$ cat src/rtl/decode_pkg.sv
// Shared encodings for the RV32IM decode stage: ALU/immediate/result codes,
// opcodes, the registered control bundle and the stage FSM states.
package decode_pkg;

    localparam logic [3:0] ALU_ADD   = 4'd0;
    localparam logic [3:0] ALU_SUB   = 4'd1;
    localparam logic [3:0] ALU_AND   = 4'd2;
    localparam logic [3:0] ALU_OR    = 4'd3;
    localparam logic [3:0] ALU_XOR   = 4'd4;
    localparam logic [3:0] ALU_LSL   = 4'd5;
    localparam logic [3:0] ALU_LSR   = 4'd6;
    localparam logic [3:0] ALU_ASR   = 4'd7;
    localparam logic [3:0] ALU_SLT   = 4'd8;
    localparam logic [3:0] ALU_SLTU  = 4'd9;
    localparam logic [3:0] ALU_PASSB = 4'd10;

    localparam logic [2:0] IMM_I  = 3'd0;
    localparam logic [2:0] IMM_S  = 3'd1;
    localparam logic [2:0] IMM_B  = 3'd2;
    localparam logic [2:0] IMM_U  = 3'd3;
    localparam logic [2:0] IMM_J  = 3'd4;
    localparam logic [2:0] IMM_I5 = 3'd5;

    localparam logic [1:0] RES_ALU = 2'd0;
    localparam logic [1:0] RES_MEM = 2'd1;
    localparam logic [1:0] RES_PC4 = 2'd2;

    localparam logic [6:0] OP_R      = 7'b0110011;
    localparam logic [6:0] OP_IMM    = 7'b0010011;
    localparam logic [6:0] OP_LOAD   = 7'b0000011;
    localparam logic [6:0] OP_STORE  = 7'b0100011;
    localparam logic [6:0] OP_BRANCH = 7'b1100011;
    localparam logic [6:0] OP_JAL    = 7'b1101111;
    localparam logic [6:0] OP_JALR   = 7'b1100111;
    localparam logic [6:0] OP_LUI    = 7'b0110111;
    localparam logic [6:0] OP_AUIPC  = 7'b0010111;
    localparam logic [6:0] OP_SYSTEM = 7'b1110011;

    typedef struct packed {
        logic [4:0] rd;
        logic [4:0] rs1;
        logic [4:0] rs2;
        logic [3:0] alu_ctrl;
        logic       alu_src;
        logic [2:0] imm_src;
        logic [1:0] result_src;
        logic       reg_write;
        logic       mem_write;
        logic       branch;
        logic       jump;
        logic       jalr;
        logic       muldiv;
        logic       sys;
        logic [2:0] funct3;
        logic       illegal;
    } ctrl_t;

    typedef enum logic [1:0] {
        ST_RUN     = 2'd0,
        ST_MD_BUSY = 2'd1,
        ST_TRAP    = 2'd2
    } state_t;

    // funct3 -> ALU op for register and immediate arithmetic
    function automatic logic [3:0] alu_op(input logic [2:0] f3, input logic alt);
        logic [3:0] op;
        case (f3)
            3'd0:    op = alt ? ALU_SUB : ALU_ADD;
            3'd1:    op = ALU_LSL;
            3'd2:    op = ALU_SLT;
            3'd3:    op = ALU_SLTU;
            3'd4:    op = ALU_XOR;
            3'd5:    op = alt ? ALU_ASR : ALU_LSR;
            3'd6:    op = ALU_OR;
            3'd7:    op = ALU_AND;
            default: op = ALU_ADD;
        endcase
        return op;
    endfunction

endpackage

$ cat src/rtl/decode_comb.sv
// Purely combinational RV32IM instruction -> control bundle decoder.
module decode_comb
    import decode_pkg::*;
#(
    parameter bit EN_MULDIV = 1'b1
) (
    input  logic [31:0] instr,
    output ctrl_t       ctrl
);

    logic [6:0] opcode_s;
    logic [2:0] f3_s;
    logic [6:0] f7_s;
    logic       legal_s;

    assign opcode_s = instr[6:0];
    assign f3_s     = instr[14:12];
    assign f7_s     = instr[31:25];

    // Field extraction and per-opcode control generation
    always_comb begin
        ctrl        = '0;
        ctrl.rd     = instr[11:7];
        ctrl.rs1    = instr[19:15];
        ctrl.rs2    = instr[24:20];
        ctrl.funct3 = f3_s;
        legal_s     = 1'b1;
        case (opcode_s)
            OP_R: begin
                ctrl.reg_write = 1'b1;
                case (f7_s)
                    7'h00: ctrl.alu_ctrl = alu_op(f3_s, 1'b0);
                    7'h20: begin
                        if (f3_s == 3'd0 || f3_s == 3'd5) ctrl.alu_ctrl = alu_op(f3_s, 1'b1);
                        else legal_s = 1'b0;
                    end
                    7'h01: begin
                        if (EN_MULDIV) ctrl.muldiv = 1'b1;
                        else legal_s = 1'b0;
                    end
                    default: legal_s = 1'b0;
                endcase
            end
            OP_IMM: begin
                ctrl.reg_write = 1'b1;
                ctrl.alu_src   = 1'b1;
                ctrl.alu_ctrl  = alu_op(f3_s, 1'b0);
                ctrl.imm_src   = IMM_I;
                if (f3_s == 3'd1) begin
                    ctrl.imm_src = IMM_I5;
                    legal_s      = (f7_s == 7'h00);
                end else if (f3_s == 3'd5) begin
                    ctrl.imm_src  = IMM_I5;
                    ctrl.alu_ctrl = alu_op(f3_s, f7_s[5]);
                    legal_s       = (f7_s == 7'h00) || (f7_s == 7'h20);
                end else begin
                    legal_s = 1'b1;
                end
            end
            OP_LOAD: begin
                ctrl.reg_write  = 1'b1;
                ctrl.alu_src    = 1'b1;
                ctrl.result_src = RES_MEM;
                ctrl.imm_src    = IMM_I;
                case (f3_s)
                    3'd0, 3'd1, 3'd2, 3'd4, 3'd5: legal_s = 1'b1;
                    default:                      legal_s = 1'b0;
                endcase
            end
            OP_STORE: begin
                ctrl.mem_write = 1'b1;
                ctrl.alu_src   = 1'b1;
                ctrl.imm_src   = IMM_S;
                legal_s        = (f3_s == 3'd0) || (f3_s == 3'd1) || (f3_s == 3'd2);
            end
            OP_BRANCH: begin
                ctrl.branch  = 1'b1;
                ctrl.imm_src = IMM_B;
                case (f3_s)
                    3'd0, 3'd1: ctrl.alu_ctrl = ALU_SUB;
                    3'd4, 3'd5: ctrl.alu_ctrl = ALU_SLT;
                    3'd6, 3'd7: ctrl.alu_ctrl = ALU_SLTU;
                    default:    legal_s = 1'b0;
                endcase
            end
            OP_JAL: begin
                ctrl.jump       = 1'b1;
                ctrl.imm_src    = IMM_J;
                ctrl.result_src = RES_PC4;
                ctrl.reg_write  = 1'b1;
            end
            OP_JALR: begin
                ctrl.jalr       = 1'b1;
                ctrl.imm_src    = IMM_I;
                ctrl.alu_src    = 1'b1;
                ctrl.result_src = RES_PC4;
                ctrl.reg_write  = 1'b1;
                legal_s         = (f3_s == 3'd0);
            end
            OP_LUI: begin
                ctrl.alu_ctrl  = ALU_PASSB;
                ctrl.imm_src   = IMM_U;
                ctrl.alu_src   = 1'b1;
                ctrl.reg_write = 1'b1;
            end
            OP_AUIPC: begin
                ctrl.imm_src   = IMM_U;
                ctrl.alu_src   = 1'b1;
                ctrl.reg_write = 1'b1;
            end
            OP_SYSTEM: begin
                // only ecall (all-zero) and ebreak (imm=1) are decoded
                ctrl.sys = 1'b1;
                legal_s  = (instr[31:7] == 25'h0000000) || (instr[31:7] == 25'h0002000);
            end
            default: legal_s = 1'b0;
        endcase
        // class flags are cleared too, so an illegal word can never start a mul/div stall
        if (!legal_s) begin
            ctrl.illegal   = 1'b1;
            ctrl.reg_write = 1'b0;
            ctrl.mem_write = 1'b0;
            ctrl.branch    = 1'b0;
            ctrl.jump      = 1'b0;
            ctrl.jalr      = 1'b0;
            ctrl.muldiv    = 1'b0;
            ctrl.sys       = 1'b0;
        end else begin
            ctrl.reg_write = ctrl.reg_write & (instr[11:7] != 5'd0);
        end
    end

endmodule

$ cat src/rtl/decode_stage.sv
// Pipelined decode stage: registers the decoded control bundle behind a
// valid/ready handshake, blocks issue after mul/div and traps on illegal words.
module decode_stage
    import decode_pkg::*;
#(
    parameter int DATA_WIDTH    = 32,
    parameter int MULDIV_CYCLES = 32,
    parameter bit EN_MULDIV     = 1'b1
) (
    input  logic                  clk,
    input  logic                  rst_n,
    input  logic                  in_valid,
    output logic                  in_ready,
    input  logic [DATA_WIDTH-1:0] instr,
    input  logic [DATA_WIDTH-1:0] pc,
    input  logic                  flush,
    output logic                  out_valid,
    input  logic                  out_ready,
    output logic [DATA_WIDTH-1:0] out_pc,
    output logic [4:0]            rd,
    output logic [4:0]            rs1,
    output logic [4:0]            rs2,
    output logic [3:0]            ALUctrl,
    output logic                  ALUsrc,
    output logic [2:0]            ImmSrc,
    output logic [1:0]            ResultSrc,
    output logic                  RegWrite,
    output logic                  MemWrite,
    output logic                  branch,
    output logic                  jump,
    output logic                  jalr,
    output logic                  muldiv,
    output logic                  sys,
    output logic [2:0]            funct3_o,
    output logic                  illegal
);

    localparam int              CNT_W    = $clog2(MULDIV_CYCLES + 1);
    localparam logic [CNT_W-1:0] CNT_LOAD = CNT_W'(MULDIV_CYCLES - 1);

    state_t                  state_r;
    logic [CNT_W-1:0]        cnt_r;
    ctrl_t                   dec_s;
    ctrl_t                   ctrl_r;
    logic                    out_valid_r;
    logic [DATA_WIDTH-1:0]   pc_r;
    logic                    capture_s;
    logic                    out_hs_s;

    decode_comb #(.EN_MULDIV(EN_MULDIV)) u_decode_comb (
        .instr (instr[31:0]),
        .ctrl  (dec_s)
    );

    // rst_n gates in_ready so it reads 0 while reset is held
    assign in_ready  = rst_n && (state_r == ST_RUN) && (!out_valid_r || out_ready) && !flush;
    assign capture_s = in_valid && in_ready;
    assign out_hs_s  = out_valid_r && out_ready;

    // Pipeline register, handshake and RUN/MD_BUSY/TRAP sequencing
    always_ff @(posedge clk or negedge rst_n) begin
        if (!rst_n) begin
            state_r     <= ST_RUN;
            cnt_r       <= '0;
            ctrl_r      <= '0;
            out_valid_r <= 1'b0;
            pc_r        <= '0;
        end else begin
            if (capture_s) begin
                ctrl_r <= dec_s;
                pc_r   <= pc;
            end
            if (flush) begin
                out_valid_r <= 1'b0;
                state_r     <= ST_RUN;
                cnt_r       <= '0;
            end else begin
                if (capture_s) out_valid_r <= 1'b1;
                else if (out_hs_s) out_valid_r <= 1'b0;
                case (state_r)
                    ST_RUN: begin
                        if (out_hs_s && ctrl_r.muldiv) begin
                            state_r <= ST_MD_BUSY;
                            cnt_r   <= CNT_LOAD;
                        end else if (capture_s && dec_s.illegal) begin
                            state_r <= ST_TRAP;
                        end
                    end
                    ST_MD_BUSY: begin
                        // a mul captured while the previous one left restarts the window;
                        // an illegal word captured in that same cycle traps once it expires
                        if (out_hs_s && ctrl_r.muldiv) cnt_r <= CNT_LOAD;
                        else if (cnt_r == '0) state_r <= ctrl_r.illegal ? ST_TRAP : ST_RUN;
                        else cnt_r <= cnt_r - CNT_W'(1);
                    end
                    ST_TRAP: state_r <= ST_TRAP;
                    default: state_r <= ST_RUN;
                endcase
            end
        end
    end

    assign out_valid = out_valid_r;
    assign out_pc    = pc_r;
    assign rd        = ctrl_r.rd;
    assign rs1       = ctrl_r.rs1;
    assign rs2       = ctrl_r.rs2;
    assign ALUctrl   = ctrl_r.alu_ctrl;
    assign ALUsrc    = ctrl_r.alu_src;
    assign ImmSrc    = ctrl_r.imm_src;
    assign ResultSrc = ctrl_r.result_src;
    assign RegWrite  = ctrl_r.reg_write;
    assign MemWrite  = ctrl_r.mem_write;
    assign branch    = ctrl_r.branch;
    assign jump      = ctrl_r.jump;
    assign jalr      = ctrl_r.jalr;
    assign muldiv    = ctrl_r.muldiv;
    assign sys       = ctrl_r.sys;
    assign funct3_o  = ctrl_r.funct3;
    assign illegal   = ctrl_r.illegal;

endmodule

$ cat config.mk
export PLATFORM = sky130hd
export DESIGN_NAME = decode_stage
export DESIGN_NICKNAME = d
export VERILOG_FILES = /design/src/rtl/decode_pkg.sv /design/src/rtl/decode_comb.sv /design/src/rtl/decode_stage.sv
export SDC_FILE = /design/constraint.sdc
export NUM_CORES = 1
export LEC_CHECK = 0
export CAP_MARGIN = 20
export CELL_PAD_IN_SITES_DETAIL_PLACEMENT = 1
export CELL_PAD_IN_SITES_GLOBAL_PLACEMENT = 1
export CORE_MARGIN = 2
export CORE_UTILIZATION = 32
export CTS_CLUSTER_SIZE = 25
export DETAILED_ROUTE_END_ITERATION = 16
export GPL_TIMING_DRIVEN = 0
export HOLD_SLACK_MARGIN = 0.08
export PLACE_DENSITY = 0.81
export SYNTH_ARGS = -nofsm -noshare
export SYNTH_HDL_FRONTEND = slang
export SYNTH_SLANG_ARGS = --single-unit
$ cat constraint.sdc
create_clock -name clk -period 2.3 [get_ports clk]
set_input_delay 0.23 -clock clk [delete_from_list [all_inputs] [get_ports clk]]
set_output_delay 0.23 -clock clk [all_outputs]
set_load 0.05 [all_outputs]
==> metrics.csv <==
metric,value,unit
status,"complete, no violations",
sequential share of the synthesized area,0.520,
Post-synth EDFFs,0,
Sink Count,77,
Final Hold Vio Count,0,
Sw Share,0.374,
total number of vias,3612,
Finish-stage setup viols,0,
Port Buf Inserts,134,
Antenna Violating Nets Remaining,0,
syn avg cell area,8.78,µm²
CP Class,input port to flop,
fillers,1311,
initial antenna violation count,0,
largest net degree at the start of global routing,43,
"Slew Viols, Final",0,
min cycle time layout,2.23,ns
Tcrit/Tclk final,0.968,
clk_lat worst skew,0.34,ns
Area Growth Syn to Fin,50.0,%
fmax,0.449,GHz
YS warnings,0,
part of the power in registers,0.365,
Worst Path Required,2.53,ns
clk buf depth,2,
gr ovfl total,0,
CTS tree,built,
proportion of layout cells with a drive suffix above 1,0.0610,
crit path max fanout,6,
clock slew at reported path FFs,0.06,ns
max-cap viol count,0,
Leak,2.54,nW
Placed Cells,700,
Num CTS Buffers,9,
Clock Tree Root,clkbuf_16,
CTS H-tree lvls,3,
Tot GR Track Use,0.202,
Async SR Flop Fraction,1.00,
synth unique cells,55,
DRT Pass-1 Iters,4,
Clk pwr share,0.288,
Slew HR,0.312,
die width,112,µm
Worst EP arrival,2.45,ns
Ports,139,
"most common cell after layout, fill and taps aside",nand2_1,
DIE HEIGHT,112,µm
initial drt markers,179,
Core ar.,11400,µm²
Die ar.,12500,µm²
Vias/cell,5.03,
WL final,12300,µm
combinational fraction of design power,0.347,
Nets,649,
RSZ-0062 raised after global routing,no,
"Cell Count, Final, Fillers Out",718,
most frequent cells in the layout,"nand2_1 (166), clkdlybuf4s50_1 (129), dfrtp_1 (77), a21oi_1 (19), nor2_1 (18)",
critical path launch point type,input port,
DP HPWL,9240,µm
post-layout util,0.489,
Hold WC Path Type,input port to flop,
Setup Skew,0.00805,ns
initial core utilization,0.326,
vias in the first global route,3944,
endpoint class of the critical path,flop,
total power,4.53,mW
first-pass GRT wire length,19900,µm
Psw,1.69,mW
power density over the cells,816,nW/µm²
synthesized area,3700,µm²
DR WL/cell,17.1,µm
cell internal pwr,2.84,mW
syn_nets,502,
RePlAce Congestion,0.862,
Worst-Margin Slew,1.03,ns
DRC errors left,0,
Synth Instances,422,
Synth Flop Type,dfrtp_1,
Seq cells post-synth,77,
VDD IR max,0.605,mV
num rows,39,
-- per-stage QoR --
step | hold slack, ns | cell area (µm²) | TNS (ns) | worst slack (ns)
2_1_floorplan | -0.0656 | 3700 | 0 | 0.284
3_3_place_gp | 0.454 | 5230 | -332.78 | -2.95
3_5_place_dp | 0.237 | 5240 | -6.47 | -0.625
4_1_cts | 0.206 | 5550 | 0 | 0.0592
5_1_grt | 0.218 | 5550 | 0 | 0.0362
6_report | 0.217 | 5560 | 0 | 0.0747
-- worst max-delay path, cell delays in order --
cell and delay [ns]:
clkdlybuf4s50_1 0.56, nand2_1 0.17, nor4_1 0.84, a2111oi_2 0.13, and3_1 0.23, buf_6 0.13
a22o_1 0.17
-- synth_stat cells, types with 4 or more instances --
| library cell | number | area share |
|---|---|---|
| nor2_1 | 18 | 0.018 |
| nor2b_1 | 5 | 0.0084 |
| a21oi_1 | 19 | 0.026 |
| ha_1 | 11 | 0.037 |
| a211oi_1 | 5 | 0.010 |
| nand3_1 | 7 | 0.0095 |
| and3_1 | 5 | 0.0084 |
| inv_1 | 11 | 0.011 |
| nor3_1 | 6 | 0.0081 |
| o21ai_0 | 11 | 0.015 |
| nor4_1 | 4 | 0.0068 |
| clkbuf_1 | 15 | 0.015 |
| buf_4 | 4 | 0.0081 |
| dfrtp_1 | 77 | 0.52 |
| nand2_1 | 166 | 0.17 |
-- area by class of cell --
cell class / instances / area [µm²] / area share
Sequential cell: 77 / 1930 / 0.347
Multi-Input combinational cell: 311 / 1640 / 0.295
Tap cell: 143 / 179 / 0.0322
Timing Repair Buffer: 137 / 1390 / 0.250
Inverter: 11 / 41.3 / 0.00743
Buffer: 22 / 108 / 0.0194
Antenna cell: 1 / 2.50 / 0.000450
Clock buffer: 12 / 246 / 0.0444
Clock inverter: 4 / 23.8 / 0.00428
-- layer usage --
metal / global-route usage / routed length, µm
met2: 0.346 / 6000
met1: 0.240 / 5190
met5: 0 / 0
met3: 0.0778 / 936
met4: 0.0494 / 123
-- registers in the layout, indices dropped and copies added, names as in the netlist --
register	flops
rs2	5
muldiv	1
sys	1
jump	1
state_r	2
illegal	1
MemWrite	1
rd	5
out_valid	1
ImmSrc	3
ALUsrc	1
rs1	5
out_pc	32
RegWrite	1
funct3_o	3
cnt_r	6
ResultSrc	2
jalr	1
branch	1
ALUctrl	4
-- logic make-up after synthesis --
logic type,share of synthesized area
buffers and inverters,0.0412
muxes,0.00811
xor gates and xnor gates,0.00236
and+or+nand+nor,0.275
DFF,0.520
adders and majority gates,0.0371
AOI/OAI and AO/OA,0.116
-- what timing repair did --
item / in CTS / in global routing
buffers inserted: 0 / 0
gates resized for setup: 7 / 2
hold endpoints to repair: 35 / 0
pin swaps: 1 / 1
hold buffers: 2 / 0
gates cloned: 0 / 0
setup endpoints to repair: 6 / 7
-- power groups by stage --
stage | sequential, mW | combinational, mW | clock, mW
4_1_cts | 1.66 | 1.59 | 1.35
5_1_grt | 1.68 | 1.67 | 1.41
2_1_floorplan | 2.35 | 0.249 | 0
6_report | 1.66 | 1.57 | 1.30
3_3_place_gp | 1.67 | 1.54 | 0
3_5_place_dp | 1.68 | 1.58 | 0
-- path summary, 6_finish.rpt --
check | start | end | slack [ns] | depth (start not counted)
min | instr[3] | jump | 0.22 | 3
min in group asynchronous | rst_n | cnt_r[2] | 0.55 | 3
max reg2reg | muldiv | cnt_r[5] | 0.25 | 5
max in group asynchronous | rst_n | rs1[4] | 1.52 | 3
max | instr[0] | illegal | 0.07 | 7
min reg2reg | out_pc[7] | out_pc[7] | 0.47 | 2
(Power assumes the default switching activity.)
